===== config.mk =====
export PLATFORM = sky130hd
export DESIGN_NAME = simmem_bank_scheduler
export DESIGN_NICKNAME = d
export VERILOG_FILES = /design/src/rtl/simmem_bank_scheduler.sv
export SDC_FILE = /design/constraint.sdc
export NUM_CORES = 1
export LEC_CHECK = 0
export CORE_UTILIZATION = 30
export CTS_CLUSTER_DIAMETER = 100
export DETAILED_ROUTE_END_ITERATION = 12
export SYNTH_ARGS = -nofsm -noshare
export SYNTH_HDL_FRONTEND = slang
export SYNTH_SLANG_ARGS = --single-unit

===== constraint.sdc =====
create_clock -name clk_i -period 2.91 [get_ports clk_i]
set_clock_uncertainty 0.15 [all_clocks]
set_input_delay 0.291 -clock clk_i [delete_from_list [all_inputs] [get_ports clk_i]]
set_output_delay 0.291 -clock clk_i [all_outputs]
set_load 0.02 [all_outputs]

===== src/rtl/simmem_bank_scheduler.sv =====
// Single-bank timing scheduler: arbitrates write/read address requests, tracks the open row,
// holds each burst for its row-dependent service time, then reports completion by internal ID.
// Latency: hit C=RowHitCost*beats, closed adds ActivationCost, conflict adds PrechargeCost too.
// Backpressure: one burst in flight; ready only in IDLE; done_valid_o held until done_ready_i.
// Ports:
//   clk_i, rst_i                    clock, asynchronous active-high reset
//   w_valid_i/w_ready_o/w_iid_i/w_addr_i/w_len_i   write request stream
//   r_valid_i/r_ready_o/r_iid_i/r_addr_i/r_len_i   read request stream
//   done_valid_o/done_ready_i/done_type_o/done_iid_o completion stream (0=write bank, 1=read bank)
//   hit_cnt_o/miss_cnt_o            saturating row-hit / row-miss statistics
module simmem_bank_scheduler #(
  parameter int RowIdWidth     = 9,
  parameter int RowHitCost     = 4,
  parameter int PrechargeCost  = 2,
  parameter int ActivationCost = 1,
  parameter int CntW           = 16,
  parameter int AxAddrWidth    = 19,
  parameter int AxLenWidth     = 8,
  parameter int WriteIidWidth  = 4,
  parameter int ReadIidWidth   = 3,
  parameter int WRspBankAddrW  = 4
) (
  input  logic                     clk_i,
  input  logic                     rst_i,
  input  logic                     w_valid_i,
  output logic                     w_ready_o,
  input  logic [WriteIidWidth-1:0] w_iid_i,
  input  logic [AxAddrWidth-1:0]   w_addr_i,
  input  logic [AxLenWidth-1:0]    w_len_i,
  input  logic                     r_valid_i,
  output logic                     r_ready_o,
  input  logic [ReadIidWidth-1:0]  r_iid_i,
  input  logic [AxAddrWidth-1:0]   r_addr_i,
  input  logic [AxLenWidth-1:0]    r_len_i,
  output logic                     done_valid_o,
  input  logic                     done_ready_i,
  output logic                     done_type_o,
  output logic [WRspBankAddrW-1:0] done_iid_o,
  output logic [CntW-1:0]          hit_cnt_o,
  output logic [CntW-1:0]          miss_cnt_o
);

  localparam logic WRSP_BANK  = 1'b0;
  localparam logic RDATA_BANK = 1'b1;
  localparam logic PRIO_READ  = 1'b0;
  localparam logic PRIO_WRITE = 1'b1;

  localparam int MaxBurstEffLen = 4;
  localparam int CW = $clog2(PrechargeCost + ActivationCost + RowHitCost * MaxBurstEffLen + 1);

  typedef enum logic [2:0] {
    IDLE,
    PRECHARGE,
    ACTIVATE,
    ACCESS,
    DONE
  } state_e;

  state_e                state_q;
  logic [CW-1:0]         cnt_q;
  logic [CW-1:0]         acc_load_q;
  logic                  prio_q;
  logic                  open_valid_q;
  logic [RowIdWidth-1:0] open_row_q;
  logic [RowIdWidth-1:0] req_row_q;

  // Only len 0..2 is legal, so anything beyond 1 maps to the 4-beat case.
  function automatic logic [2:0] get_effective_burst_len(input logic [AxLenWidth-1:0] len);
    if (len == '0)
      return 3'd1;
    else if (len == AxLenWidth'(1))
      return 3'd2;
    else
      return 3'd4;
  endfunction

  logic                   idle;
  logic                   w_grant;
  logic                   r_grant;
  logic                   grant;
  logic [AxAddrWidth-1:0] g_addr;
  logic [AxLenWidth-1:0]  g_len;
  logic [RowIdWidth-1:0]  g_row;
  logic                   g_hit;
  logic [CW-1:0]          g_acc_load;
  logic                   unused_addr_lsbs;

  assign idle      = (state_q == IDLE);
  // The stream holding priority wins a tie; a lone requester always wins.
  assign r_ready_o = idle && r_valid_i && (!w_valid_i || prio_q == PRIO_READ);
  assign w_ready_o = idle && w_valid_i && (!r_valid_i || prio_q == PRIO_WRITE);
  assign r_grant   = r_valid_i && r_ready_o;
  assign w_grant   = w_valid_i && w_ready_o;
  assign grant     = r_grant || w_grant;

  assign g_addr     = r_grant ? r_addr_i : w_addr_i;
  assign g_len      = r_grant ? r_len_i : w_len_i;
  assign g_row      = g_addr[AxAddrWidth-1 -: RowIdWidth];
  assign g_hit      = open_valid_q && (g_row == open_row_q);
  assign g_acc_load = CW'(RowHitCost * int'(get_effective_burst_len(g_len)) - 1);

  // Column bits do not affect bank timing.
  assign unused_addr_lsbs = ^g_addr[AxAddrWidth-RowIdWidth-1:0];

  always_ff @(posedge clk_i or posedge rst_i) begin
    if (rst_i) begin
      state_q      <= IDLE;
      cnt_q        <= '0;
      acc_load_q   <= '0;
      prio_q       <= PRIO_READ;
      open_valid_q <= 1'b0;
      open_row_q   <= '0;
      req_row_q    <= '0;
      done_valid_o <= 1'b0;
      done_type_o  <= WRSP_BANK;
      done_iid_o   <= '0;
      hit_cnt_o    <= '0;
      miss_cnt_o   <= '0;
    end else begin
      case (state_q)
        IDLE: begin
          if (grant) begin
            prio_q      <= ~prio_q;
            done_type_o <= r_grant ? RDATA_BANK : WRSP_BANK;
            done_iid_o  <= r_grant ? WRspBankAddrW'(r_iid_i) : WRspBankAddrW'(w_iid_i);
            req_row_q   <= g_row;
            acc_load_q  <= g_acc_load;
            if (g_hit) begin
              if (hit_cnt_o != '1) hit_cnt_o <= hit_cnt_o + 1'b1;
              state_q <= ACCESS;
              cnt_q   <= g_acc_load;
            end else begin
              if (miss_cnt_o != '1) miss_cnt_o <= miss_cnt_o + 1'b1;
              // Zero-cost phases are skipped; the row is opened on entry to ACCESS.
              if (open_valid_q && PrechargeCost > 0) begin
                state_q <= PRECHARGE;
                cnt_q   <= CW'(PrechargeCost - 1);
              end else if (ActivationCost > 0) begin
                state_q <= ACTIVATE;
                cnt_q   <= CW'(ActivationCost - 1);
              end else begin
                state_q      <= ACCESS;
                cnt_q        <= g_acc_load;
                open_row_q   <= g_row;
                open_valid_q <= 1'b1;
              end
            end
          end
        end
        PRECHARGE: begin
          if (cnt_q == '0) begin
            open_valid_q <= 1'b0;
            if (ActivationCost > 0) begin
              state_q <= ACTIVATE;
              cnt_q   <= CW'(ActivationCost - 1);
            end else begin
              state_q      <= ACCESS;
              cnt_q        <= acc_load_q;
              open_row_q   <= req_row_q;
              open_valid_q <= 1'b1;
            end
          end else begin
            cnt_q <= cnt_q - 1'b1;
          end
        end
        ACTIVATE: begin
          if (cnt_q == '0) begin
            state_q      <= ACCESS;
            cnt_q        <= acc_load_q;
            open_row_q   <= req_row_q;
            open_valid_q <= 1'b1;
          end else begin
            cnt_q <= cnt_q - 1'b1;
          end
        end
        ACCESS: begin
          if (cnt_q == '0) begin
            state_q      <= DONE;
            done_valid_o <= 1'b1;
          end else begin
            cnt_q <= cnt_q - 1'b1;
          end
        end
        DONE: begin
          if (done_ready_i) begin
            state_q      <= IDLE;
            done_valid_o <= 1'b0;
          end
        end
        default: state_q <= IDLE;
      endcase
    end
  end

endmodule


==> run_results.csv, run 1 <==
group,metric,value,unit
setup_path,cpMaxStageDelayCell,"or3_1",
logic_synthesis,synth_fp_nets,447,
power_and_ir_drop,p_leak,2.21,nW
clocking,clock_sinks,69,
power_and_ir_drop,power_density,800,mW/mm2
cells_and_area,drive_above_1_share,0.129,
logic_synthesis,async_reset_ff_frac,1.00,
cells_and_area,fin_area,0.00515,mm2
clocking,clk_pin_slew,0.06,ns
logic_synthesis,yosysWarnings,0,
logic_synthesis,synth_top_family_by_area,"simple AND/OR/NAND/NOR gates",
logic_synthesis,synthCells,378,
timing,setup_tns,0,ns
logic_synthesis,ys_seq_area_frac,0.468,
timing,max_freq,0.358,GHz
global_route,grt_pass1_vias,3051,
die,coreArea,0.0120,mm2
clocking,cts_tree,"done",
placed_design,gp_congestion,0.804,
detailed_routing,drc,0,
power_and_ir_drop,net-switching-power,1.41,mW
logic_synthesis,yosysMostFrequentCell,"dfrtp_1",
timing,worst_pin_slew,0.761,ns
clocking,cts_root_buf,"clkbuf_16",
clocking,cts_buffer_depth,2,
detailed_routing,drt_iter0_markers,100,
placed_design,place_area,0.00483,mm2
power_and_ir_drop,pwr-share-comb,0.378,
setup_path,critPathKind,"reg2reg",
setup_path,reg2reg_depth,7,
setup_path,path_max_fanout,9,
detailed_routing,vias,3120,
detailed_routing,wirelength,8.82,mm
cells_and_area,insertedDiodeCount,0,
timing,min_period,2.80,ns
timing,setup_slack,0.113,ns
die,die_w,113,um
cells_and_area,syn_to_final_growth,39.4,%
clocking,clk_latency,0.33,ns
global_route,antenna_found_initial,0,
timing,relSlewSlack,0.491,
global_route,grt_max_degree,35,
logic_synthesis,synth_area,0.00369,mm2
logic_synthesis,avgSynthCellArea,9.77,um2
setup_path,setup.worst_path.start_class,"flip-flop",
logic_synthesis,post-synth-top-area-fraction,0.468,
cells_and_area,layout.cells.non_filler,635,
logic_synthesis,synth_xor_area_frac,0.0973,
setup_path,r2r_setup_slack,0.11,ns
die,design.die.area,0.0128,mm2
setup_path,critPathBufInv,0,
logic_synthesis,yosys-top-cells-count,"dfrtp_1, nand2_1, xnor2_1, o21ai_0, nand3_1",
global_route,gr-total-overflow,0,
power_and_ir_drop,ir_drop,0.000270,V
logic_synthesis,synth.area.top_cells,"dfrtp_1, xnor2_1, nand2_1, xor2_1, mux2i_1",
timing,whs,0.245,ns
setup_path,cpPeakStageDelay,0.42,ns
detailed_routing,firstDrtPassIters,5,
detailed_routing,antenna_left,0,
logic_synthesis,synth-seq-cells,69,
global_route,grt_pass1_wl,14.9,mm
run,maxCapViolCount,0,
placed_design,post-dp-hpwl,6.75,mm
logic_synthesis,synth_mux_area_frac,0.0573,
timing,hold_viol,0,
global_route,grt_use_total,0.149,
setup_path,crit_family,"simple AND/OR/NAND/NOR gates",
placed_design,post-place-ws,-0.0552,ns
setup_path,cp_cell_sequence,"or3_1 > or2_1 > or3_4 > a211oi_4 > nand3_2 > nand2_1 > mux2_2",
placed_design,dp_cells,619,
status,status,"finished clean",
power_and_ir_drop,p_int,2.71,mW
setup_path,cp.required,2.98,ns
timing,period_share,0.961,
power_and_ir_drop,power.share.switching,0.343,
power_and_ir_drop,power_frac_clock,0.274,
setup_path,r2r_start,"state_q[2]",
logic_synthesis,synthAdderAreaFrac,0.0102,
clocking,cts_buffers,9,
setup_path,arrival,2.87,ns
worst_hold_path,hold_class,"in2async",
cells_and_area,nets,552,
placed_design,portBuffers,85,
logic_synthesis,synth-simple-area-share,0.205,
logic_synthesis,synth_top_cell_by_area,"dfrtp_1",
setup_path,r2r-end,"miss_cnt_o[1]",
detailed_routing,viasPerCell,4.91,
setup_path,critical_path.endpoint_type,"flip-flop",
die,num_rows,40,
logic_synthesis,synth_compound_area_frac,0.120,
die,pin_count,106,
die,start_util,0.307,
power_and_ir_drop,seqPwrFrac,0.347,
die,die_y,113,um
logic_synthesis,synth_ff_type,"dfrtp_1",
timing,finalSetupViolations,0,
timing,slew_viol_final,0,
clocking,htree_levels,3,
logic_synthesis,synth_enable_flop_cells,0,
logic_synthesis,synth.distinct_cells,57,
timing,rsz0062_at_grt,"true",
detailed_routing,post_drt_wl_per_cell,13.9,um
==> metrics by stage <==
stage,power [mW],util
2_1_floorplan,2.47,-
3_3_place_gp,2.98,0.402
3_5_place_dp,3.03,0.402
4_1_cts,4.17,0.428
5_1_grt,4.40,0.429
6_report,4.12,0.429
==> layout by cell type, fill, tap and decap left out, types with 11 or more instances in the layout <==
master           instances
buf_4                   23
xnor2_1                 27
mux2i_1                 11
inv_1                   15
a21oi_1                 16
nand3_1                 19
xor2_1                  14
nand2_1                 49
clkdlybuf4s50_1         84
nand4_1                 16
nor2_1                  18
o21ai_0                 21
dfrtp_1                 69
==> layer usage <==
layer | GRT usage | vias up | wire [um]
li1 | - | 1551 | -
met1 | 0.191 | 1505 | 4100
met4 | 0.0649 | 0 | 191
met3 | 0.0359 | 16 | 310
met5 | 0 | - | 0
met2 | 0.240 | 48 | 4230
==> cell families (layout without fill, tap and decap cells) <==
family,count (synthesis),count (layout)
xor+xnor,41,41
compound gates,65,65
buf+inv,32,142
simple gates,148,148
fa+ha+maj,3,3
flops,69,69
mux,20,20
==> timing repair <==
item | 4_1_cts | 5_1_grt
gates resized for setup | 0 | 2
setup endpoints to repair | 0 | 3
setup buffers | 0 | 0
hold buffers | 0 | 0
==> how the worst max path moves through the flow <==
stage,slack (ns),cells after the start,to,from
CTS,0.04,5,r_ready_o,state_q[2]
detailed placement,-0.06,8,miss_cnt_o[1],r_valid_i
finish,0.11,7,miss_cnt_o[1],state_q[2]
global route,-0.006,7,miss_cnt_o[1],state_q[2]
floorplan,0.17,10,miss_cnt_o[15],state_q[1]
global placement,-0.04,8,miss_cnt_o[1],r_valid_i
==> power groups by stage <==
stage / Combinational (mW) / Sequential, mW / Clock [mW]
global placement: 1.54 / 1.44 / 0
CTS: 1.58 / 1.44 / 1.15
finish: 1.56 / 1.43 / 1.13
floorplan: 0.992 / 1.48 / 0
detailed placement: 1.57 / 1.45 / 0
global route: 1.73 / 1.47 / 1.20
==> registers in the layout (all words and copies together) (netlist names) <==
name          cells
hit_cnt_o        16
miss_cnt_o       16
open_row_q        9
req_row_q         9
cnt_q             5
done_iid_o        4
acc_load_q        3
state_q           3
done_type_o       1
done_valid_o      1
open_valid_q      1
prio_q            1
==> cell type report <==
class	count	area (um2)
fillers	1159	6860
multi-input cells	277	1810
flip-flops and latches	69	1730
repair buffers	109	1050
clock buffers	13	270
well taps	147	184
inverters	17	65.1
clock inverters	3	42.5
(Power assumes the default switching activity.)
==> inputs of run 2 (changes only) <==
clock period = 2.85 ns   (was 2.91 ns; I/O delays follow)
==> run_results.csv, run 2 (synthesis gave the netlist of run 1 again) <==
group,metric,value,unit
die,coreArea,0.0120,mm2
worst_hold_path,hold_class,"in2async",
cells_and_area,final_common_cell,"clkdlybuf4s50_1",
cells_and_area,layout_common_cells,"clkdlybuf4s50_1, dfrtp_1, nand2_1, xnor2_1, buf_4",
power_and_ir_drop,p_int,2.98,mW
cells_and_area,reg_top3,"hit_cnt_o: 16 flops, miss_cnt_o: 16 flops",
clocking,cts_setup_buffers,0,
detailed_routing,vias,3125,
clocking,clk_pin_slew,0.06,ns
timing,finalSetupViolations,0,
clocking,cts_buffer_depth,2,
placed_design,place_area,0.00485,mm2
power_and_ir_drop,ir_drop,0.000334,V
detailed_routing,post_drt_wl_per_cell,14.2,um
clocking,clock_sinks,69,
timing,setup_tns,0,ns
clocking,cts_tree,"done",
detailed_routing,firstDrtPassIters,5,
placed_design,gp_congestion,0.819,
placed_design,portBuffers,85,
timing,min_period,2.76,ns
placed_design,post-dp-hpwl,6.81,mm
power_and_ir_drop,p_leak,2.23,nW
clocking,cts_buffers,9,
power_and_ir_drop,net-switching-power,1.47,mW
setup_path,path_common_cell,"or3_4",
cells_and_area,syn_to_final_growth,41.9,%
detailed_routing,viasPerCell,4.91,
clocking,clk_latency,0.33,ns
global_route,grt_pass1_wl,15.2,mm
cells_and_area,nets,553,
clocking,cts_root_buf,"clkbuf_16",
cells_and_area,fin_area,0.00524,mm2
timing,period_share,0.967,
setup_path,path_max_fanout,5,
power_and_ir_drop,seqPwrFrac,0.330,
detailed_routing,antenna_left,0,
setup_path,setup.worst_path.start_class,"flip-flop",
clocking,htree_levels,3,
global_route,antenna_found_initial,0,
cells_and_area,drive_above_1_share,0.141,
detailed_routing,wirelength,9.05,mm
timing,max_freq,0.363,GHz
setup_path,arrival,2.82,ns
power_and_ir_drop,power,4.44,mW
detailed_routing,drt_iter0_markers,108,
global_route,gr-total-overflow,0,
setup_path,critical_path.endpoint_type,"flip-flop",
power_and_ir_drop,power.share.switching,0.330,
setup_path,cpPeakStageDelay,0.40,ns
die,die_w,113,um
power_and_ir_drop,power_frac_clock,0.305,
die,pin_count,106,
setup_path,critPathKind,"reg2reg",
run,maxCapViolCount,0,
clocking,ctsHoldBuffers,0,
die,die_y,113,um
setup_path,cpMaxStageDelayCell,"or3_4",
power_and_ir_drop,power_density,848,mW/mm2
timing,rsz0062_at_grt,"false",
detailed_routing,drc,0,
power_and_ir_drop,pwr-share-comb,0.365,
timing,setup_slack,0.0928,ns
die,design.die.area,0.0128,mm2
placed_design,post-place-ws,-0.118,ns
timing,worst_pin_slew,0.476,ns
setup_path,cp_cell_sequence,"or3_4 > or2_4 > or3_4 > a211oi_4 > and2_4 > a2111oi_4 > mux2_4",
setup_path,cp.required,2.91,ns
global_route,grt_pass1_vias,3164,
global_route,grt_use_total,0.152,
status,status,"finished clean",
global_route,grt_max_degree,51,
timing,slew_viol_final,0,
timing,relSlewSlack,0.680,
die,num_rows,40,
timing,hold_viol,0,
cells_and_area,insertedDiodeCount,0,
die,start_util,0.307,
==> run 2: what timing repair did <==
action	CTS	global route
gates resized for setup	1	6
pin swaps	0	6
setup endpoints to repair	1	9
==> run 2: layout make-up <==
type	instances	area, um2
inverters	17	65.1
well taps	147	184
multi-input cells	277	1840
flip-flops and latches	69	1730
fillers	1159	6770
clock inverters	7	138
clock buffers	9	225
repair buffers	110	1060
==> run 2: power groups by stage <==
| stage | Sequential (mW) | Clock [mW] | Combinational (mW) |
|---|---|---|---|
| after floorplan | 1.51 | 0 | 1.01 |
| after detailed placement | 1.48 | 0 | 1.62 |
| after global routing | 1.50 | 1.42 | 1.81 |
| after CTS | 1.47 | 1.38 | 1.63 |
| after global placement | 1.47 | 0 | 1.59 |
| final | 1.47 | 1.35 | 1.62 |
==> run 2: per-stage QoR <==
stage	std cells	hold slack (ns)	utilization
floorplan	378	0.252	-
global placement	620	0.308	0.404
detailed placement	620	0.323	0.404
CTS	636	0.164	0.434
global route	636	0.195	0.436
finish	636	0.153	0.436
==> run 2: path summary, 6_finish.rpt <==
check | from | endpoint | slack (ns) | depth (start not counted)
setup / recovery | state_q[1] | miss_cnt_o[15] | 0.09 | 7
hold / removal | rst_i | req_row_q[6] | 0.15 | 2
setup reg to reg | state_q[1] | miss_cnt_o[15] | 0.09 | 7
hold reg to reg | done_type_o | done_type_o | 0.33 | 2
max in group asynchronous | rst_i | hit_cnt_o[8] | 1.77 | 3
min in group clk_i | done_type_o | done_type_o | 0.33 | 2
==> run 2: per-layer routing <==
| layer | vias up | track usage | wire length [um] |
|---|---|---|---|
| met2 | 62 | 0.258 | 4520 |
| li1 | 1547 | - | - |
| met1 | 1505 | 0.187 | 4020 |
| met3 | 11 | 0.0343 | 354 |
| met5 | - | 0 | 0 |
| met4 | 0 | 0.0596 | 153 |
==> run 2: critical path: cells and delay by family (launching register included) <==
family             cells  cell delay, ns
and+or+nand+nor        4            1.35
muxes                  1            0.32
DFF                    1            0.37
AOI/OAI and AO/OA      2            0.45
